===== src/rtl/rc4_encryptor.sv =====
// RC4 encryptor: S-box init, key schedule and keystream XOR
// over a shared 256x8 working RAM and two 32x8 message RAMs.
module rc4_encryptor #(
  parameter int MSG_LEN = 32,
  parameter int MSG_AW  = 5
) (
  input  logic              clk,
  input  logic              rst,
  input  logic              start,
  input  logic [23:0]       secret_key,
  output logic              busy,
  output logic              done,
  output logic [7:0]        address_s,
  output logic [7:0]        data_s,
  output logic              wren_s,
  input  logic [7:0]        q_s,
  output logic [MSG_AW-1:0] address_p,
  input  logic [7:0]        q_p,
  output logic [MSG_AW-1:0] address_e,
  output logic [7:0]        data_e,
  output logic              wren_e
);

  localparam logic [4:0] IDLE     = 5'd0;
  localparam logic [4:0] INIT     = 5'd1;
  localparam logic [4:0] K_RD_I   = 5'd2;
  localparam logic [4:0] K_WAIT_I = 5'd3;
  localparam logic [4:0] K_RD_J   = 5'd4;
  localparam logic [4:0] K_WAIT_J = 5'd5;
  localparam logic [4:0] K_WR_I   = 5'd6;
  localparam logic [4:0] K_WR_J   = 5'd7;
  localparam logic [4:0] P_RD_I   = 5'd8;
  localparam logic [4:0] P_WAIT_I = 5'd9;
  localparam logic [4:0] P_RD_J   = 5'd10;
  localparam logic [4:0] P_WAIT_J = 5'd11;
  localparam logic [4:0] P_WR_I   = 5'd12;
  localparam logic [4:0] P_WR_J   = 5'd13;
  localparam logic [4:0] P_RD_F   = 5'd14;
  localparam logic [4:0] P_WAIT_F = 5'd15;
  localparam logic [4:0] P_WR_E   = 5'd16;
  localparam logic [4:0] DONE     = 5'd17;

  localparam logic [MSG_AW-1:0] K_LAST =
    MSG_AW'(MSG_LEN - 1);

  logic [4:0]        state;
  logic [7:0]        i;
  logic [7:0]        j;
  logic [7:0]        si;
  logic [7:0]        sj;
  logic [MSG_AW-1:0] k;
  logic [1:0]        km;
  logic [7:0]        key_b;
  logic [7:0]        j_ksa;
  logic [7:0]        j_prga;
  logic [7:0]        f_addr;
  logic              in_prga;

  always_comb begin
    key_b = secret_key[7:0];
    unique case (1'b1)
      (km == 2'd0): key_b = secret_key[23:16];
      (km == 2'd1): key_b = secret_key[15:8];
      default:      key_b = secret_key[7:0];
    endcase
  end

  // q_s is the S[i] read; new j goes straight to the RAM
  assign j_ksa  = j + q_s + key_b;
  assign j_prga = j + q_s;
  assign f_addr = si + sj;

  assign in_prga = (state >= P_RD_I) &&
                   (state <= P_WR_E);

  assign busy = (state != IDLE) && (state != DONE);
  assign done = (state == DONE);

  always_ff @(posedge clk) begin
    if (rst) begin
      state <= IDLE;
      i     <= '0;
      j     <= '0;
      k     <= '0;
      km    <= '0;
      si    <= '0;
      sj    <= '0;
    end else begin
      case (state)
        IDLE: begin
          if (start) begin
            i     <= '0;
            j     <= '0;
            k     <= '0;
            km    <= '0;
            state <= INIT;
          end
        end
        INIT: begin
          i <= i + 8'd1;
          if (i == 8'hFF) state <= K_RD_I;
        end
        K_RD_I:   state <= K_WAIT_I;
        K_WAIT_I: state <= K_RD_J;
        K_RD_J: begin
          si    <= q_s;
          j     <= j_ksa;
          state <= K_WAIT_J;
        end
        K_WAIT_J: state <= K_WR_I;
        K_WR_I: begin
          sj    <= q_s;
          state <= K_WR_J;
        end
        K_WR_J: begin
          i  <= i + 8'd1;
          km <= (km == 2'd2) ? 2'd0 : km + 2'd1;
          if (i == 8'hFF) begin
            j     <= '0;
            state <= P_RD_I;
          end else begin
            state <= K_RD_I;
          end
        end
        P_RD_I: begin
          i     <= i + 8'd1;
          state <= P_WAIT_I;
        end
        P_WAIT_I: state <= P_RD_J;
        P_RD_J: begin
          si    <= q_s;
          j     <= j_prga;
          state <= P_WAIT_J;
        end
        P_WAIT_J: state <= P_WR_I;
        P_WR_I: begin
          sj    <= q_s;
          state <= P_WR_J;
        end
        P_WR_J:   state <= P_RD_F;
        P_RD_F:   state <= P_WAIT_F;
        P_WAIT_F: state <= P_WR_E;
        P_WR_E: begin
          k     <= k + 1'b1;
          state <= (k == K_LAST) ? DONE : P_RD_I;
        end
        DONE:    state <= IDLE;
        default: state <= IDLE;
      endcase
    end
  end

  always_comb begin
    address_s = '0;
    data_s    = '0;
    wren_s    = 1'b0;
    address_e = '0;
    data_e    = '0;
    wren_e    = 1'b0;
    address_p = in_prga ? k : '0;
    case (state)
      INIT: begin
        wren_s    = 1'b1;
        address_s = i;
        data_s    = i;
      end
      K_RD_I,
      K_WAIT_I: address_s = i;
      K_RD_J:   address_s = j_ksa;
      K_WAIT_J: address_s = j;
      K_WR_I: begin
        wren_s    = 1'b1;
        address_s = i;
        data_s    = q_s;
      end
      K_WR_J: begin
        wren_s    = 1'b1;
        address_s = j;
        data_s    = si;
      end
      P_RD_I:   address_s = i + 8'd1;
      P_WAIT_I: address_s = i;
      P_RD_J:   address_s = j_prga;
      P_WAIT_J: address_s = j;
      P_WR_I: begin
        wren_s    = 1'b1;
        address_s = i;
        data_s    = q_s;
      end
      P_WR_J: begin
        wren_s    = 1'b1;
        address_s = j;
        data_s    = si;
      end
      P_RD_F,
      P_WAIT_F: address_s = f_addr;
      P_WR_E: begin
        address_s = f_addr;
        wren_e    = 1'b1;
        address_e = k;
        data_e    = q_s ^ q_p;
      end
      default: ;
    endcase
  end

endmodule


===== config.mk =====
export PLATFORM = sky130hd
export DESIGN_NAME = rc4_encryptor
export DESIGN_NICKNAME = d
export VERILOG_FILES = /design/src/rtl/rc4_encryptor.sv
export SDC_FILE = /design/constraint.sdc
export NUM_CORES = 1
export LEC_CHECK = 0
export ABC_AREA = 1
export BUFFER_PORTS_ARGS = -buffer_cell sky130_fd_sc_hd__buf_2
export CORE_MARGIN = 4
export CORE_UTILIZATION = 59
export CTS_BUF_LIST = sky130_fd_sc_hd__clkbuf_16
export DETAILED_ROUTE_END_ITERATION = 10
export HOLD_SLACK_MARGIN = 0.06
export PLACE_DENSITY = 0.86
export SETUP_SLACK_MARGIN = 0.2
export SLEW_MARGIN = 0
export SYNTH_ARGS = -nofsm -noshare
export SYNTH_HDL_FRONTEND = slang
export SYNTH_SLANG_ARGS = --single-unit

===== constraint.sdc =====
create_clock -name clk -period 5.4 [get_ports clk]
set_clock_uncertainty 0.05 [all_clocks]
set_input_delay 0 -clock clk [delete_from_list [all_inputs] [get_ports clk]]
set_output_delay 0 -clock clk [all_outputs]
set_load 0.01 [all_outputs]

; After elaboration in Yosys (flattened, before gate mapping)
; Index checks and enable logic that the tools add are counted.
[op_classes]
n_addsub = 6
magnitude_cmp = 2
eq_ne = 25
n_mux = 22
n_bitwise = 1
n_reduce_logical = 22
[ops]
columns = cell, n
row1 = case mux 5 bit (17 select lines), 1
row2 = case mux 8 bit (6 select lines), 1
row3 = equality test 5 x 4 -> 1 bit (second input constant), 8
row4 = case mux 8 bit (2 select lines), 2
row5 = case mux 8 bit (4 select lines), 1
row6 = 2-to-1 mux 5 bit, 6
row7 = adder 8 bit, 3
row8 = 2-to-1 mux 8 bit, 3
row9 = case mux 8 bit (3 select lines), 1
row10 = equality test 5 x 3 -> 1 bit (second input constant), 4
row11 = equality test 5 bit (second input constant), 3
row12 = equality test 5 x 2 -> 1 bit (second input constant), 2
row13 = case mux 5 bit (2 select lines), 1
row14 = adder 8 x 1 -> 8 bit (second input constant), 1
row15 = equality test 8 bit (second input constant), 1
row16 = AND reduction 2 bit, 4
row17 = bitwise XOR 8 bit, 1
row18 = != test 2 bit (second input constant), 3
row19 = nonzero test 2 bit, 3
row20 = OR reduction 2 bit, 3
row21 = OR reduction 3 bit, 2
row22 = OR reduction 6 bit, 1
row23 = adder 5 x 1 -> 5 bit (second input constant), 1
row24 = equality test 5 x 1 -> 1 bit (second input constant), 1
row25 = 18 further kinds, 21
[totals]
ff_bits = 44
inputBits = 43
out_inout_bits = 38
wordCells = 85

; Longest topological paths before layout
; Gate-level depths: netlist of run 1.
[depth]
word_depth = 4
ltp_mapped = 19
depth_no_buf = 19

; Worst setup path after synthesis of run 1
; Ideal clock, no wire load.
[synth_timing]
kind = reg2reg
from = reg j[0]
to = reg j[7]
setup_ns = 0.056
t_arrival_ns = 2.508
required_time_ns = 5.294
path_slack_ns = 2.786
stages_incl_launch_ff = 19
path_buffers = 0
synth_period_minus_slack_ns = 2.614
cell_sequence = dfxtp_1 > ha_1 > fa_1 > a31o_2 > or2_2 > nand2_1 > inv_1 > ha_1 > nand2_1 > nand2_1 > nand2_1 > nand2_1 > a31oi_1 > inv_1 > nand3_1 > nand3_1 > nand3_1 > nand2_1 > inv_1
[synth_via]
elab_chain_cells = 3
[synth_lines]
columns = item, line
row1 = start: declaration, 48  ; logic [7:0] j;
row2 = start signal: assignment, 107  ; j <= j_ksa;
row3 = start signal: assignment, 132  ; j <= j_prga;
row4 = adder 8 bit (*), "69, 70"
row5 = adder 8 bit, 69  ; assign j_ksa = j + q_s + key_b;
row6 = case mux 8 bit (4 select lines) (*), 89  ; case (state)
; Mark *: on every way between the ends. The rest lies on a longest branch, timed or not.
; A chain may end at the register's enable or synchronous reset.

; Worst setup path in the final report of run 1
[layout_timing]
from = in q_s[0]
to = out address_s[5]
[layout_via]
elab_chain_cells = 3
[layout_lines]
columns = item, line
row1 = start: declaration, 16  ; input logic [7:0] q_s,
row2 = adder 8 bit (*), "69, 70"
row3 = adder 8 bit, 69
row4 = case mux 8 bit (6 select lines) (*), 161  ; case (state)
row5 = end: declaration, 13  ; output logic [7:0] address_s,
; Marked as above.

==> summary.txt, run 1 <==
GPL Wtd Cong: 0.970
Initial DRC Count: 275
CTS H-Tree Depth: 2
Pwr Total: 1.13 mW
Core Area: 0.00589 mm2
CTS max path bufs: 2
ANT nets after route: 0
Max Cap Viol: 0
Reg power frac: 32.5%
Peak Freq: 0.306 GHz
Clock power frac: 31.0%
I/O Buffers: 80
Share of cells above drive strength 1: 18.8%
Wirelength per Cell: 15.0 um
LEAKAGE: 2.07 nW
Clock-pin transition on the worst setup and hold timing paths: 60 ps
Outcome: completed
Io pins: 81
Max Slew Vio Count: 0
Post-cts resize count: 0
Initial core utilization: 60.7%
Synth Cell Area: 0.00357 mm2
Synthesized area per cell: 6.43 um2
Worst Path Required: 5350 ps
Grt total ovfl: 0
Seq/Total Area, Yosys: 24.7%
# setup viols final: 0
Final HPWL DP: 8230 um
Die W: 85.8 um
Hold Vio Cnt, Final: 0
Synthesized netlist cell count: 555
Initial antenna violation count: 0
First-pass GRT wire length: 17800 um
Number of global-route vias before repair: 3952
Post-cts hold buffer count: 8
P per Cell Area: 264 mW/mm2
Die height: 85.8 um
Slew HR: 38.7%
Worst Hold Class: input port to flip-flop
Clk sinks: 44
Most used DFF post-synth: dfxtp_1
Die footprint: 0.00736 mm2
Overall routing resource usage: 29.9%
Slew @ Worst Pin: 916 ps
RSZ-0062 raised after global routing: no
Combinational cell fraction of total power: 36.4%
Min cycle time layout: 3260 ps
Nets@finish: 712
Vias per inst: 5.77
CP Launch Type: input port
Total wire length: 10800 um
NetSw: 435 uW
Setup TNS: 0 ps
FP Rows: 28
Async SR Flop Fraction: 0%
Vias: 4151
Syn-to-layout area delta: 19.9%
Syn nets: 625
Sw Ratio: 38.5%
Setup Crit Path Kind: input port to output port
CTS tree: done
Worst EP arrival: 3210 ps
VDD IR-drop max: 0.000212 V
Setup Buffers After CTS: 0
R2R setup slack: 2520 ps
1st-pass router iterations: 5
Number of enable flip-flop cells after synthesis: 0
Clk Latency, worst-skew pair: 290 ps
Flops & latches, synth: 44
Cts bufs inserted: 5
Int Power: 694 uW
# DRC: 0
YS warnings: 0
Largest net degree at the start of global routing: 34
Crit Path Max Fanout: 4
Worst Setup End Kind: output port
Post-synthesis cell type count: 44
Root Driver: clkbuf_16
Final Cycle Share: 60.4%
[state kept, by name, indices dropped and copies added, names as in the netlist]
register,flops
i,8
j,8
si,8
sj,8
k,5
state,5
km,2
[per-stage QoR]
stage / utilization [%] / area [um2] / worst slack [ps] / hold slack [ps] / cells
4_1_cts: 72.7 / 4280 / 2170 / 83.5 / 718
5_1_grt: 72.7 / 4280 / 1890 / 177 / 718
2_1_floorplan: - / 3570 / 2790 / 103 / 555
6_report: 72.8 / 4280 / 2140 / 97.6 / 719
3_3_place_gp: 68.5 / 4030 / 2640 / 281 / 702
3_5_place_dp: 68.5 / 4030 / 2560 / 288 / 702
[power by group through the flow]
| stage | Sequential (mW) | Combinational (mW) | Clock (mW) |
|---|---|---|---|
| 2_1_floorplan | 0.367 | 0.284 | 0 |
| 3_3_place_gp | 0.371 | 0.386 | 0 |
| 3_5_place_dp | 0.373 | 0.393 | 0 |
| 4_1_cts | 0.366 | 0.402 | 0.350 |
| 5_1_grt | 0.369 | 0.454 | 0.363 |
| 6_report | 0.368 | 0.411 | 0.351 |
[placed cells by master, fill, tap and decap left out, drive strengths merged, types with 2 or more instances in the layout]
| cell | instances |
|---|---|
| a221oi | 3 |
| a31oi | 3 |
| nor3 | 6 |
| xor2 | 9 |
| a21oi | 54 |
| o211ai | 4 |
| fa | 3 |
| buf | 80 |
| nand4 | 5 |
| nand3 | 33 |
| nand2 | 139 |
| dlygate4sd3 | 8 |
| inv | 78 |
| nor2 | 71 |
| o21ai | 20 |
| o2111ai | 3 |
| o221ai | 8 |
| o21a | 2 |
| or2 | 6 |
| xnor2 | 9 |
| ha | 24 |
| dfxtp | 44 |
| nand3b | 3 |
| a211oi | 3 |
| clkbuf | 5 |
| o21bai | 2 |
| o22ai | 7 |
| clkinv | 2 |
[routing by layer]
layer / part of all wire (%) / global-route usage, % / vias up
li1: - / - / 2020
met1: 42 / 38.2 / 1898
met2: 48 / 52.3 / 209
met3: 7.7 / 3.94 / 24
met4: 2.1 / 9.35 / 0
met5: 0 / 0 / -
[logic make-up after synthesis]
group,Yosys count,share of synthesized area [%]
adder cells (fa/ha/maj),27,10.1
AND/OR/NAND/NOR,264,32.0
AO/OA/AOI/OAI,115,19.6
flip-flops,44,24.7
XOR/XNOR,18,4.42
buffers and inverters,87,9.21
[cells in the mapped netlist, types with 2 or more instances]
cell       instances  share of area, %
a211oi_1           2              0.42
a21oi_1           54               7.6
a221oi_1           3              0.74
a31oi_1            3              0.53
buf_2              2              0.28
clkbuf_1           6              0.63
dfxtp_1           44                25
fa_1               3               1.7
ha_1              24               8.4
inv_1             66               6.9
inv_2             12               1.3
nand2_1          137                14
nand2_2            2              0.35
nand3_1           32               4.5
nand3b_1           2              0.42
nand4_1            5              0.88
nor2_1            64               6.7
nor2_2             2              0.35
nor2_4             5               1.6
nor3_1             5              0.70
o2111ai_1          3              0.74
o211ai_1           4              0.84
o21a_1             2              0.42
o21ai_0           19               2.7
o21bai_1           2              0.42
o221ai_1           7               1.7
o22ai_1            7               1.2
or2_2              6               1.1
xnor2_1            9               2.2
xor2_1             9               2.2
[path summary, 6_finish.rpt]
| check | from | endpoint | depth (start not counted) |
|---|---|---|---|
| setup / recovery | q_s[0] | address_s[5] | 17 |
| hold / removal | start | state[1] | 5 |
| setup reg to reg | j[0] | j[7] | 18 |
| hold reg to reg | sj[3] | sj[3] | 2 |
[area by class of cell]
cell class / instances / area (um2)
Fill cell: 504 / 1600
Clock inverter: 3 / 42.5
Inverter: 79 / 297
Sequential cell: 44 / 881
Timing Repair Buffer: 88 / 480
Clock buffer: 5 / 125
Tap cell: 75 / 93.8
Antenna cell: 1 / 2.50
Multi-Input combinational cell: 424 / 2360
[worst max-delay path: stages]
cell	delay, ps
dlygate4sd3_1	540
buf_2	170
ha_1	230
fa_1	430
a31o_2	230
or2_2	280
nand2_1	60
inv_1	40
ha_1	310
nand2_1	80
inv_1	50
a21oi_1	170
xor2_1	80
o21ai_0	180
inv_1	100
o211ai_1	110
buf_2	160
Power figures use the tool's default switching activity.
==> run 2, diff against run 1 <==
Settings changed: CORE_UTILIZATION 59 to 55, PLACE_DENSITY 0.86 to 0.81.
Clock period 5.4 ns to 3.1 ns, I/O delays scaled along.
==> run 2 against run 1 <==
Via count shrank 0.12%. Register-to-register slack lost 2200 ps. Count of clock-buffer cells in the layout is the same. Power grew 79%. Combinational power grew 87%. Final area grew 6.2%. Sequential power grew 74%. Global-route usage shrank 1.7 points. Worst hold slack lost 26 ps. Wire length grew 5.9%. Sequential cell count is the same. Non-clock buffer count grew 5. Critical path type unchanged. Largest cell class unchanged. Largest power group unchanged. Highest routed layer unchanged.
==> summary.txt, run 2 (synthesis gave the netlist of run 1 again) <==
Clock-pin transition on the worst setup and hold timing paths: 60 ps
Clk Latency, worst-skew pair: 290 ps
Die footprint: 0.00785 mm2
Final Util: 72.0%
Worst Path Required: 3050 ps
Most common cell after layout, fill and taps aside: nand2_1
Initial DRC Count: 332
P per Cell Area: 444 mW/mm2
LEAKAGE: 2.12 nW
Io pins: 81
Final HPWL DP: 8250 um
Share of cells above drive strength 1: 25.2%
Cts bufs inserted: 5
Die W: 88.6 um
Fill count: 521
Overall routing resource usage: 28.2%
Grt total ovfl: 0
Vias per inst: 5.72
Crit Path Max Fanout: 5
Initial antenna violation count: 0
FP Rows: 29
Syn-to-layout area delta: 27.3%
Nets@finish: 717
Worst Setup End Kind: output port
End of the critical path: address_s[7]
Die height: 88.6 um
Slew HR: 53.9%
Worst Hold Class: input port to flip-flop
Min cycle time layout: 2930 ps
Slew @ Worst Pin: 692 ps
VDD IR-drop max: 0.000335 V
Crit path launch: q_s[1]
# setup viols final: 0
Max Slew Vio Count: 0
Setup Crit Path Kind: input port to output port
CP Launch Type: input port
Max Cap Viol: 0
Core Area: 0.00631 mm2
RSZ-0062 raised after global routing: yes
Hold Vio Cnt, Final: 0
FF-to-FF Start: j[0]
Largest net degree at the start of global routing: 34
Reg2Reg Depth: 19
Diode count: 0
Root Driver: clkbuf_16
Final Cycle Share: 94.6%
ANT nets after route: 0
Most frequent cells in the layout: nand2_1, buf_2, inv_1, nor2_1, a21oi_1
CTS max path bufs: 2
GPL Wtd Cong: 0.914
Clk sinks: 44
Reg2reg end: j[7]
CTS tree: done
# DRC: 0
R2R setup slack: 280 ps
First-pass GRT wire length: 17200 um
Worst EP arrival: 2880 ps
Total wire length: 11400 um
Wirelength per Cell: 15.8 um
Setup TNS: 0 ps
Initial core utilization: 56.6%
Outcome: completed
Final worst slack: 168 ps
1st-pass router iterations: 5
CTS H-Tree Depth: 2
Vias: 4146
Peak Freq: 0.341 GHz
Number of global-route vias before repair: 3791
Setup WS pre-CTS: 283 ps
I/O Buffers: 80
[run 2: critical path, cell delays in order]
cell and delay [ps]:
dlygate4sd3_1 530, buf_2 190, ha_1 310, nand2_1 50
nand2_1 100, nand2_1 120, nor2_1 160, nor2_2 70
xnor2_2 220, ha_4 250, nand2_1 50, inv_1 60
nand2_1 70, nand2_1 60, a31oi_2 170, inv_1 80
nand3_2 80, nand3_2 100, nand3_2 100, buf_6 100
[run 2: worst min path at each step]
stage / from / endpoint / slack, ps / cells past startpoint
final: q_s[0] / si[0] / 70 / 3
after global routing: q_s[0] / si[0] / 80 / 3
after CTS: q_s[0] / si[0] / 70 / 3
after detailed placement: q_s[6] / sj[6] / 290 / 3
after global placement: q_s[6] / sj[6] / 280 / 3
after floorplan: q_p[0] / data_e[0] / 100 / 2
[run 2: final cells by class]
type | instances | area (um2) | share of cell area [%]
Clock buffer | 5 | 125 | 2.75
Timing Repair Buffer | 93 | 524 | 11.5
Clock inverter | 3 | 38.8 | 0.853
Tap cell | 77 | 96.3 | 2.12
Inverter | 79 | 300 | 6.60
Multi-Input combinational cell | 424 | 2580 | 56.7
Sequential cell | 44 | 882 | 19.4
[run 2: metal layers]
layer	global-route usage (%)	routed length (um)	up-vias
met1	35.4	4820	1901
met2	48.8	5450	196
met4	10.7	366	0
met5	0	0	-
li1	-	-	2020
met3	4.00	790	29
[run 2: stage by stage]
step / instance area [um2] / hold WS, ps / std cells / power, mW
6_report: 4550 / 71.6 / 725 / 2.02
5_1_grt: 4550 / 81.0 / 725 / 2.11
4_1_cts: 4360 / 67.2 / 723 / 1.95
3_5_place_dp: 4040 / 293 / 705 / 1.33
3_3_place_gp: 4040 / 283 / 705 / 1.32
2_1_floorplan: 3570 / 103 / 555 / 1.13
[run 2: report_power, final]
group	total (mW)	switching, mW	internal [mW]
sequential	0.640	0.0397	0.601
clock	0.608	0.232	0.376
combinational	0.769	0.508	0.261
[run 2: timing repair]
item / in CTS / in global routing
buffers inserted: 2 / 2
hold buffers: 8 / 0
endpoints found under the setup margin: 6 / 7
resized for setup: 13 / 33
pin swaps: 4 / 9
hold endpoints to repair: 10 / 0
==> run 3, diff against run 2 <==
Settings changed: CTS_BUF_LIST sky130_fd_sc_hd__clkbuf_16 to unset.
==> run 3 against run 2 <==
Via count is 1.7% higher. Die area stayed put. Sequential power hardly changed. Cell count is 0.83% higher. Clock power is 26% lower. Final area hardly changed. Wire length is 1.2% higher. Global-route usage is 0.083 points higher. Fmax is 1.1% higher. Count of clock-buffer cells in the layout is 1 higher. Sequential share of layout area hardly changed. Critical path type is now flip-flop to output port.
==> summary.txt, run 3 (synthesis gave the netlist of run 1 again) <==
Number of global-route vias before repair: 3802
FF-to-FF Start: j[0]
Multi-input gate area: 0.00258 mm2
GPL Wtd Cong: 0.914
Vias: 4216
Diode count: 0
Core Area: 0.00631 mm2
Most common cell after layout, fill and taps aside: nand2_1
Worst EP arrival: 2850 ps
RSZ-0062 raised after global routing: yes
Max Slew Vio Count: 0
I/O Buffers: 80
CTS max path bufs: 2
Syn-to-layout area delta: 27.3%
Grt total ovfl: 0
Reg2reg end: j[6]
Min cycle time layout: 2900 ps
Clk sinks: 44
Hold Vio Cnt, Final: 0
1st-pass router iterations: 5
P per Cell Area: 411 mW/mm2
Combinational cell fraction of total power: 41.6%
Initial antenna violation count: 0
Most frequent cells in the layout: nand2_1, buf_2, nor2_1, inv_1, a21oi_1
Worst Setup End Kind: output port
Worst hold stages: 5
Share of cells above drive strength 1: 26.3%
Final Cycle Share: 93.5%
Outcome: completed
Sw Ratio: 40.8%
Worst Hold Class: input port to flip-flop
Die footprint: 0.00785 mm2
Total wire length: 11600 um
DP Cell Count: 705
R2R setup slack: 280 ps
# setup viols final: 0
CP Launch Type: flip-flop
Vias per inst: 5.77
ANT nets after route: 0
Clock power frac: 24.1%
Io pins: 81
CTS H-Tree Depth: 2
FP Rows: 29
Reg2Reg Depth: 18
LEAKAGE: 2.11 nW
Setup Crit Path Kind: flip-flop to output port
# DRC: 0
Fill count: 519
Initial DRC Count: 403
Final HPWL DP: 8250 um
Int Power: 1.11 mW
Die W: 88.6 um
Slew HR: 53.1%
Nets@finish: 723
Crit Path Max Fanout: 4
Register area: 882 um2
NetSw: 762 uW
Initial core utilization: 56.6%
Max Cap Viol: 0
Clk Latency, worst-skew pair: 300 ps
First-pass GRT wire length: 17300 um
Hold Path Origin: start
Cts bufs inserted: 5
VDD IR-drop max: 0.000302 V
Worst Path Required: 3050 ps
Overall routing resource usage: 28.3%
Clock-pin transition on the worst setup and hold timing paths: 90 ps
Layout Cells excl Fill: 731
Min-Delay Endpoint: state[1]
Peak Freq: 0.345 GHz
Setup TNS: 0 ps
CTS tree: done
Reg power frac: 34.3%
Wirelength per Cell: 15.8 um
Die height: 88.6 um
Largest net degree at the start of global routing: 34
Root Driver: clkbuf_8
Slew @ Worst Pin: 704 ps
[run 3: worst max path at each step]
| stage | from | end | slack (ps) | cells past startpoint |
|---|---|---|---|---|
| detailed placement | j[0] | j[7] | 280 | 18 |
| floorplan | j[0] | j[7] | 490 | 18 |
| CTS | j[0] | address_s[6] | 210 | 14 |
| finish | j[0] | address_s[7] | 200 | 17 |
| global placement | j[0] | j[7] | 340 | 18 |
| global route | j[0] | address_s[7] | 60 | 17 |
[run 3: power groups by stage]
stage                     clock network [mW]  logic [mW]  registers (mW)
final                                  0.449       0.777           0.641
after global routing                   0.473       0.843           0.644
after CTS                              0.453       0.719           0.637
after detailed placement                   0       0.682           0.650
after global placement                     0       0.675           0.648
after floorplan                            0       0.494           0.640
[run 3: worst max-delay path, cell delays in order (launching register included)]
cell	delay, ps
dfxtp_2	340
ha_4	160
fa_2	380
a31o_4	240
or2_4	230
nand2_2	60
inv_2	40
ha_4	220
nand2_1	90
nand2_2	70
nand2_1	70
nand2_1	70
a31oi_2	160
inv_1	60
nand3_1	80
nand3_2	100
nand3_2	100
buf_6	100
[run 3: metrics by stage]
step	hold slack [ps]	setup slack (ps)	area [um2]	util, %	total power, mW
after floorplan	103	486	3570	-	1.13
after global placement	283	337	4040	64.0	1.32
after detailed placement	293	283	4040	64.0	1.33
after CTS	60.3	206	4360	69.1	1.81
after global routing	99.2	59.4	4550	72.0	1.96
final	69.9	200	4550	72.0	1.87
[run 3: repair_timing]
action                     in CTS  in global routing
pin swaps                       7                 13
hold endpoints to repair       12                  0
resized for setup              17                 36
setup endpoints to repair       6                  8
hold buffers                    9                  0
setup buffers                   6                  3
[run 3: final cells by class]
type / instances / share of cell area (%)
Tap cell: 77 / 2.12
Timing Repair Buffer: 99 / 12.6
Clock buffer: 6 / 1.60
Multi-Input combinational cell: 424 / 56.9
Clock inverter: 2 / 0.771
Sequential cell: 44 / 19.4
Inverter: 79 / 6.61
[run 3: layer usage]
layer  routed length, um  up-vias  track usage [%]
li1                    -     2035                -
met1                4780     1939             36.6
met2                5630      205             48.2
met3                 798       37             2.89
met4                 355        0             11.4
met5                   0        -                0
